===== src/rtl/covid_spawn_scheduler.sv =====
// Spawn scheduler for a pool of covidLogic slots: paces spawn requests off the frame
// counter, grants them to the lowest free slot, and sequences each slot's launch/retire.
module covid_spawn_scheduler #(
    parameter int NUM_SLOTS      = 4,
    parameter int SPAWN_INTERVAL = 30,
    parameter int LAUNCH_TIMEOUT = 15
) (
    input  logic                 clk,
    input  logic                 reset,
    input  logic                 startOfFrame,
    input  logic                 gameEnable,
    input  logic [NUM_SLOTS-1:0] slotDripEnable,
    input  logic [NUM_SLOTS-1:0] slotHit,
    input  logic [NUM_SLOTS-1:0] slotOffScreen,
    output logic [NUM_SLOTS-1:0] slotClear,
    output logic [NUM_SLOTS-1:0] dripStart,
    output logic [NUM_SLOTS-1:0] covidDisapper,
    output logic [3:0]           activeCount,
    output logic                 spawnPending
);

    typedef enum logic [2:0] {
        S_IDLE   = 3'd0,
        S_CLEAR  = 3'd1,
        S_LAUNCH = 3'd2,
        S_ACTIVE = 3'd3,
        S_RETIRE = 3'd4
    } slot_state_t;

    localparam int            TW      = (LAUNCH_TIMEOUT < 2) ? 1 : $clog2(LAUNCH_TIMEOUT);
    localparam logic [TW-1:0] LT_LAST = TW'(LAUNCH_TIMEOUT - 1);
    localparam logic [7:0]    SI_LAST = 8'(SPAWN_INTERVAL - 1);

    slot_state_t          r_state [NUM_SLOTS];
    slot_state_t          w_next  [NUM_SLOTS];
    logic [TW-1:0]        r_lcnt  [NUM_SLOTS];
    logic [TW-1:0]        w_lcnt_next [NUM_SLOTS];
    logic [NUM_SLOTS-1:0] r_disappear;
    logic [NUM_SLOTS-1:0] w_disappear_next;
    logic [NUM_SLOTS-1:0] w_grant;
    logic                 w_grant_any;
    logic [7:0]           r_frame_cnt;
    logic                 r_pending;
    logic                 w_req;
    logic [3:0]           w_active_cnt;
    logic [3:0]           r_active_cnt;

    // Grant arbitration works only from registered state, so a slot freed this clock is granted next clock
    always_comb begin
        w_grant     = '0;
        w_grant_any = 1'b0;
        for (int i = 0; i < NUM_SLOTS; i++) begin
            if (!w_grant_any && r_pending && gameEnable && (r_state[i] == S_IDLE)) begin
                w_grant[i]  = 1'b1;
                w_grant_any = 1'b1;
            end else begin
                w_grant[i]  = 1'b0;
            end
        end
    end

    // Per-slot next-state logic
    always_comb begin
        for (int i = 0; i < NUM_SLOTS; i++) begin
            w_next[i]           = r_state[i];
            w_lcnt_next[i]      = r_lcnt[i];
            w_disappear_next[i] = 1'b0;
            case (r_state[i])
                S_IDLE: begin
                    if (w_grant[i]) begin
                        w_next[i] = S_CLEAR;
                    end else begin
                        w_next[i] = S_IDLE;
                    end
                end
                S_CLEAR: begin
                    w_next[i]      = S_LAUNCH;
                    w_lcnt_next[i] = '0;
                end
                S_LAUNCH: begin
                    if (slotDripEnable[i]) begin
                        w_next[i] = S_ACTIVE;
                    end else if (r_lcnt[i] == LT_LAST) begin
                        w_next[i] = S_IDLE;
                    end else begin
                        w_lcnt_next[i] = r_lcnt[i] + TW'(1);
                    end
                end
                S_ACTIVE: begin
                    if (slotHit[i] || slotOffScreen[i]) begin
                        w_next[i]           = S_RETIRE;
                        w_disappear_next[i] = 1'b1;
                    end else begin
                        w_next[i] = S_ACTIVE;
                    end
                end
                S_RETIRE: begin
                    if (!slotDripEnable[i]) begin
                        w_next[i] = S_IDLE;
                    end else begin
                        w_next[i] = S_RETIRE;
                    end
                end
                default: begin
                    w_next[i] = S_IDLE;
                end
            endcase
        end
    end

    // Occupancy count of the current registered slot states
    always_comb begin
        w_active_cnt = 4'd0;
        for (int i = 0; i < NUM_SLOTS; i++) begin
            if (r_state[i] != S_IDLE) begin
                w_active_cnt = w_active_cnt + 4'd1;
            end else begin
                w_active_cnt = w_active_cnt;
            end
        end
    end

    assign w_req = startOfFrame && gameEnable && (r_frame_cnt == SI_LAST);

    // Slot state registers
    always_ff @(posedge clk or posedge reset) begin
        if (reset) begin
            for (int i = 0; i < NUM_SLOTS; i++) begin
                r_state[i] <= S_IDLE;
                r_lcnt[i]  <= '0;
            end
            r_disappear <= '0;
        end else begin
            for (int i = 0; i < NUM_SLOTS; i++) begin
                r_state[i] <= w_next[i];
                r_lcnt[i]  <= w_lcnt_next[i];
            end
            r_disappear <= w_disappear_next;
        end
    end

    // Frame pacing, the single-entry pending flag and the registered occupancy count
    always_ff @(posedge clk or posedge reset) begin
        if (reset) begin
            r_frame_cnt  <= 8'd0;
            r_pending    <= 1'b0;
            r_active_cnt <= 4'd0;
        end else begin
            r_active_cnt <= w_active_cnt;
            if (startOfFrame && gameEnable) begin
                r_frame_cnt <= (r_frame_cnt == SI_LAST) ? 8'd0 : r_frame_cnt + 8'd1;
            end
            if (!gameEnable) begin
                r_pending <= 1'b0;
            end else if (r_pending) begin
                r_pending <= !w_grant_any;
            end else begin
                r_pending <= w_req;
            end
        end
    end

    // Moore outputs decoded straight from the slot state registers
    always_comb begin
        for (int i = 0; i < NUM_SLOTS; i++) begin
            slotClear[i] = (r_state[i] == S_CLEAR);
            dripStart[i] = (r_state[i] == S_LAUNCH) || (r_state[i] == S_ACTIVE);
        end
    end

    assign covidDisapper = r_disappear;
    assign activeCount   = r_active_cnt;
    assign spawnPending  = r_pending;

endmodule


===== config.mk =====
export PLATFORM = sky130hd
export DESIGN_NAME = covid_spawn_scheduler
export DESIGN_NICKNAME = d
export VERILOG_FILES = /design/src/rtl/covid_spawn_scheduler.sv
export SDC_FILE = /design/constraint.sdc
export NUM_CORES = 1
export LEC_CHECK = 0
export CORE_AREA = 2 2 69 84
export CTS_CLUSTER_DIAMETER = 30
export DETAILED_ROUTE_END_ITERATION = 10
export DIE_AREA = 0 0 71 86
export PLACE_DENSITY = 0.72
export REMOVE_ABC_BUFFERS = 1
export SLEW_MARGIN = 20
export SYNTH_ARGS = -nofsm -noshare
export SYNTH_HDL_FRONTEND = slang
export SYNTH_SLANG_ARGS = --single-unit

===== constraint.sdc =====
create_clock -name clk -period 2 [get_ports clk]
set_input_delay 0.4 -clock clk [delete_from_list [all_inputs] [get_ports clk]]
set_output_delay 0.4 -clock clk [all_outputs]
set_load 0.01 [all_outputs]

==> metrics.md <==
| Metric | Value |
|---|---|
| Outcome | `finished, final reports clean` |
| Fillers | `452` |
| Largest net degree at the start of global routing | `46` |
| Routability cong. | `0.761` |
| Yosys warning count | `0` |
| Compound-Gate Fraction of Synth Area | `between 10% and 20%` |
| Period utilisation layout | `97.1%` |
| Final ANT Viol Nets | `0` |
| Die width | `just over 70 µm` |
| DP HPWL | `between 3000 and 4000 µm` |
| Worst slew margin | `64.8%` |
| Cell Pwr Density | `a little over 900 nW/µm²` |
| Final setup TNS | `0 ps` |
| Syn-to-layout area delta | `27.6%` |
| Max Buffers Root-to-Sink | `2` |
| Synth Area in Simple Gates | `roughly a quarter` |
| CP arrival | `about 2100 ps` |
| CTS clk-pin slew, worst paths | `about 80 ps` |
| Placed Area | `approximately 2900 µm²` |
| Max Slew Vio Count | `0` |
| Critical path cell sequence | `or3_4, ha_4, xnor2_2, ha_1, mux2_1` |
| HP Class | `in2async` |
| CP endpoint kind | `flop` |
| Crit Path Class | `reg2reg` |
| Startpoint types | `flop` |
| Flops & latches, synth | `45` |
| Final setup viols | `0` |
| Starting Density | `about 46%` |
| Residual DRC count | `0` |
| Core area | `between 5000 and 6000 µm²` |
| Initial antenna violation count | `0` |
| I/O Buffers | `32` |
| Mapped Cells | `236` |
| Total GRT Usage | `16.8%` |
| Xor/xnor share of the synthesized area | `roughly 1.8%` |
| Total gr overflow | `0` |
| I/O pins | `33` |
| Tightest Pin Transition | `roughly 520 ps` |
| Hold_buf cts | `0` |
| Post-Syn Area | `around 2400 µm²` |
| CTS tree | `yes` |
| Finished Cell Area | `just over 3000 µm²` |
| Routed length per instance | `approximately 13 µm` |
| Detailed Routing Iterations Pass 1 | `4` |
| Htree depth | `2` |
| Die span in y | `between 80 and 90 µm` |
| Clk_lat worst skew | `between 200 and 300 ps` |
| Post-synth cell types | `50` |
| Leak | `1.59 nW` |
| CP max stage cell | `or3_4` |
| Antenna cells | `0` |
| Vias in the first global route | `around 1900` |
| CTS buffer count | `5` |
| Drt total wl | `roughly 4700 µm` |
| Adder-Cell Fraction of Synth Area | `under 10%` |
| Root buffer cell | `clkbuf_8` |
| Worst R2R Setup Slack | `just under 60 ps` |
| Peak VDD IR | `around 0.00043 V` |
| Row count | `29` |
| Largest family of logic cells by synthesized area | `simple AND/OR/NAND/NOR gates` |
| Die area | `between 6000 and 7000 µm²` |
| Worst Setup Slack, final | `around 58 ps` |
| Share of layout cells above drive strength 1 | `a little under a fifth` |
| Layout Utilization | `59.0%` |
| Initial drt markers | `a little over 50` |
| Tmin final | `just under 2000 ps` |
| Pre-CTS setup slack | `-53.3 ps` |
| RSZ-0062 raised after global routing | `no` |
| Worst Skew | `roughly 6.3 ps` |
| DR vias/cell | `5.50` |
| Fin. Hold Viols | `0` |
| WP data required | `between 2000 and 2500 ps` |
| Multiplexer share of the synthesized area | `between 5 and 6%` |
| Largest stage delay, worst path | `roughly 420 ps` |
| Via count | `1929` |
| Maxcap violations | `0` |
| CTS Sinks | `45` |
| Global-route wire length before repair | `slightly above 8000 µm` |
| Max Freq | `515 MHz` |
| Sequential cell area fraction in the yosys report | `between 40% and 50%` |
| CP Max Fanout | `3` |
| Avg Inst Size Synth | `approximately 10 µm²` |
| Layout Nets | `318` |
[Yosys cell counts, drive strengths merged]
cell type,n,area (µm²)
nor2,6,22.5
conb,1,3.75
nor4b,3,53.8
nor4bb,1,10.0
mux2,2,22.5
a21oi,7,35.0
nor3b,3,22.5
nor2b,6,37.5
o21bai,2,15.0
o21ai,6,30.0
xnor2,3,26.3
or3b,4,37.5
nand2,24,90.1
xor2,2,17.5
a31oi,4,25.0
dfrtp,45,1130
a211oi,3,22.5
o31ai,2,20.0
clkbuf,2,7.51
a41oi,1,8.76
nand4,6,37.5
o21a,4,30.0
inv,14,52.6
a31o,5,43.8
and2b,1,7.51
and4,1,8.76
nand3b,1,7.51
ha,13,163
a21o,1,7.51
mux2i,12,120
nand2b,1,6.26
nor3,5,30.0
nand3,16,80.1
or3,6,47.5
or2,4,25.0
nor4,1,6.26
o211a,2,20.0
a221oi,1,8.76
buf,5,30.0
and3,9,56.3
and4bb,1,12.5
[critical path, delay by kind of cell, from the launching register on]
kind | cells | cell delay, ps
fa+ha+maj | 2 | 520
flops | 1 | 400
mux | 1 | 300
simple gates | 1 | 420
xor+xnor | 1 | 190
[layout make-up]
class                   count  area [µm²]  share of cell area [%]
inverters                  14        52.6                    1.69
clock buffers               5        68.8                    2.22
flip-flops and latches     45        1130                    36.2
repair buffers             53         489                    15.7
clock inverters             2        35.0                    1.13
well taps                  62        77.6                    2.50
multi-input cells         170        1260                    40.5
[through the flow]
step | total power, W | instances | hold WS [ps]
final | 0.00283 | 351 | 455
after floorplan | 0.00179 | 229 | 446
after detailed placement | 0.00216 | 340 | 473
after global routing | 0.00306 | 351 | 479
after global placement | 0.00212 | 340 | 464
after CTS | 0.00284 | 350 | 467
[layer usage]
metal  GRT usage, %  routed length [µm]  vias up
li1               -                   -      949
met1           20.0                2070      938
met2           29.5                2360       35
met3           3.41                 160        7
met4           7.03                  78        0
met5              0                   0        -
[flip-flops by register name, indices dropped and copies added, names as in the netlist]
| register | flops |
|---|---|
| covidDisapper | 4 |
| r_frame_cnt | 8 |
| r_lcnt | 16 |
| activeCount | 4 |
| r_state | 12 |
| spawnPending | 1 |
[layout by cell type (no fill, tap or decap), types with 9 or more instances in the layout]
| cell | Yosys | final |
|---|---|---|
| and3_1 | 9 | 9 |
| dfrtp_1 | 45 | 45 |
| nand2_1 | 24 | 24 |
| inv_1 | 13 | 12 |
| nand3_1 | 16 | 16 |
| ha_1 | 13 | 12 |
| clkdlybuf4s50_1 | 0 | 24 |
| buf_4 | 2 | 20 |
| mux2i_1 | 12 | 12 |
[kinds of logic (layout without fill, tap and decap cells)]
kind of cell,Yosys count,in the layout
simple gates,99,99
flops,45,45
compound gates,38,38
buf+inv,21,74
mux,14,14
fa+ha+maj,13,13
xor+xnor,5,5
other cells,1,1
[worst paths after layout]
kind,end,startpoint,cells after the start
worst max-delay path,activeCount[1],r_state[6],5
worst min-delay path,r_lcnt[5],reset,3
worst max register to register,activeCount[1],r_state[6],5
worst min register to register,r_lcnt[15],r_lcnt[15],1
max in group asynchronous,r_frame_cnt[6],reset,3
min in group clk,r_lcnt[15],r_lcnt[15],1
[repair_timing]
item / CTS / global route
endpoints found under the setup margin: 7 / 4
buffers inserted: 3 / 1
resized for setup: 9 / 5
[where the power goes]
| part | internal [W] | total [W] | switching (W) |
|---|---|---|---|
| logic | 0.000468 | 0.000915 | 0.000447 |
| registers | 0.00110 | 0.00126 | 0.000163 |
| clock network | 0.000363 | 0.000658 | 0.000294 |
| total | 0.00193 | 0.00283 | 0.000905 |
No activity file was read; power rests on OpenSTA's default activity.
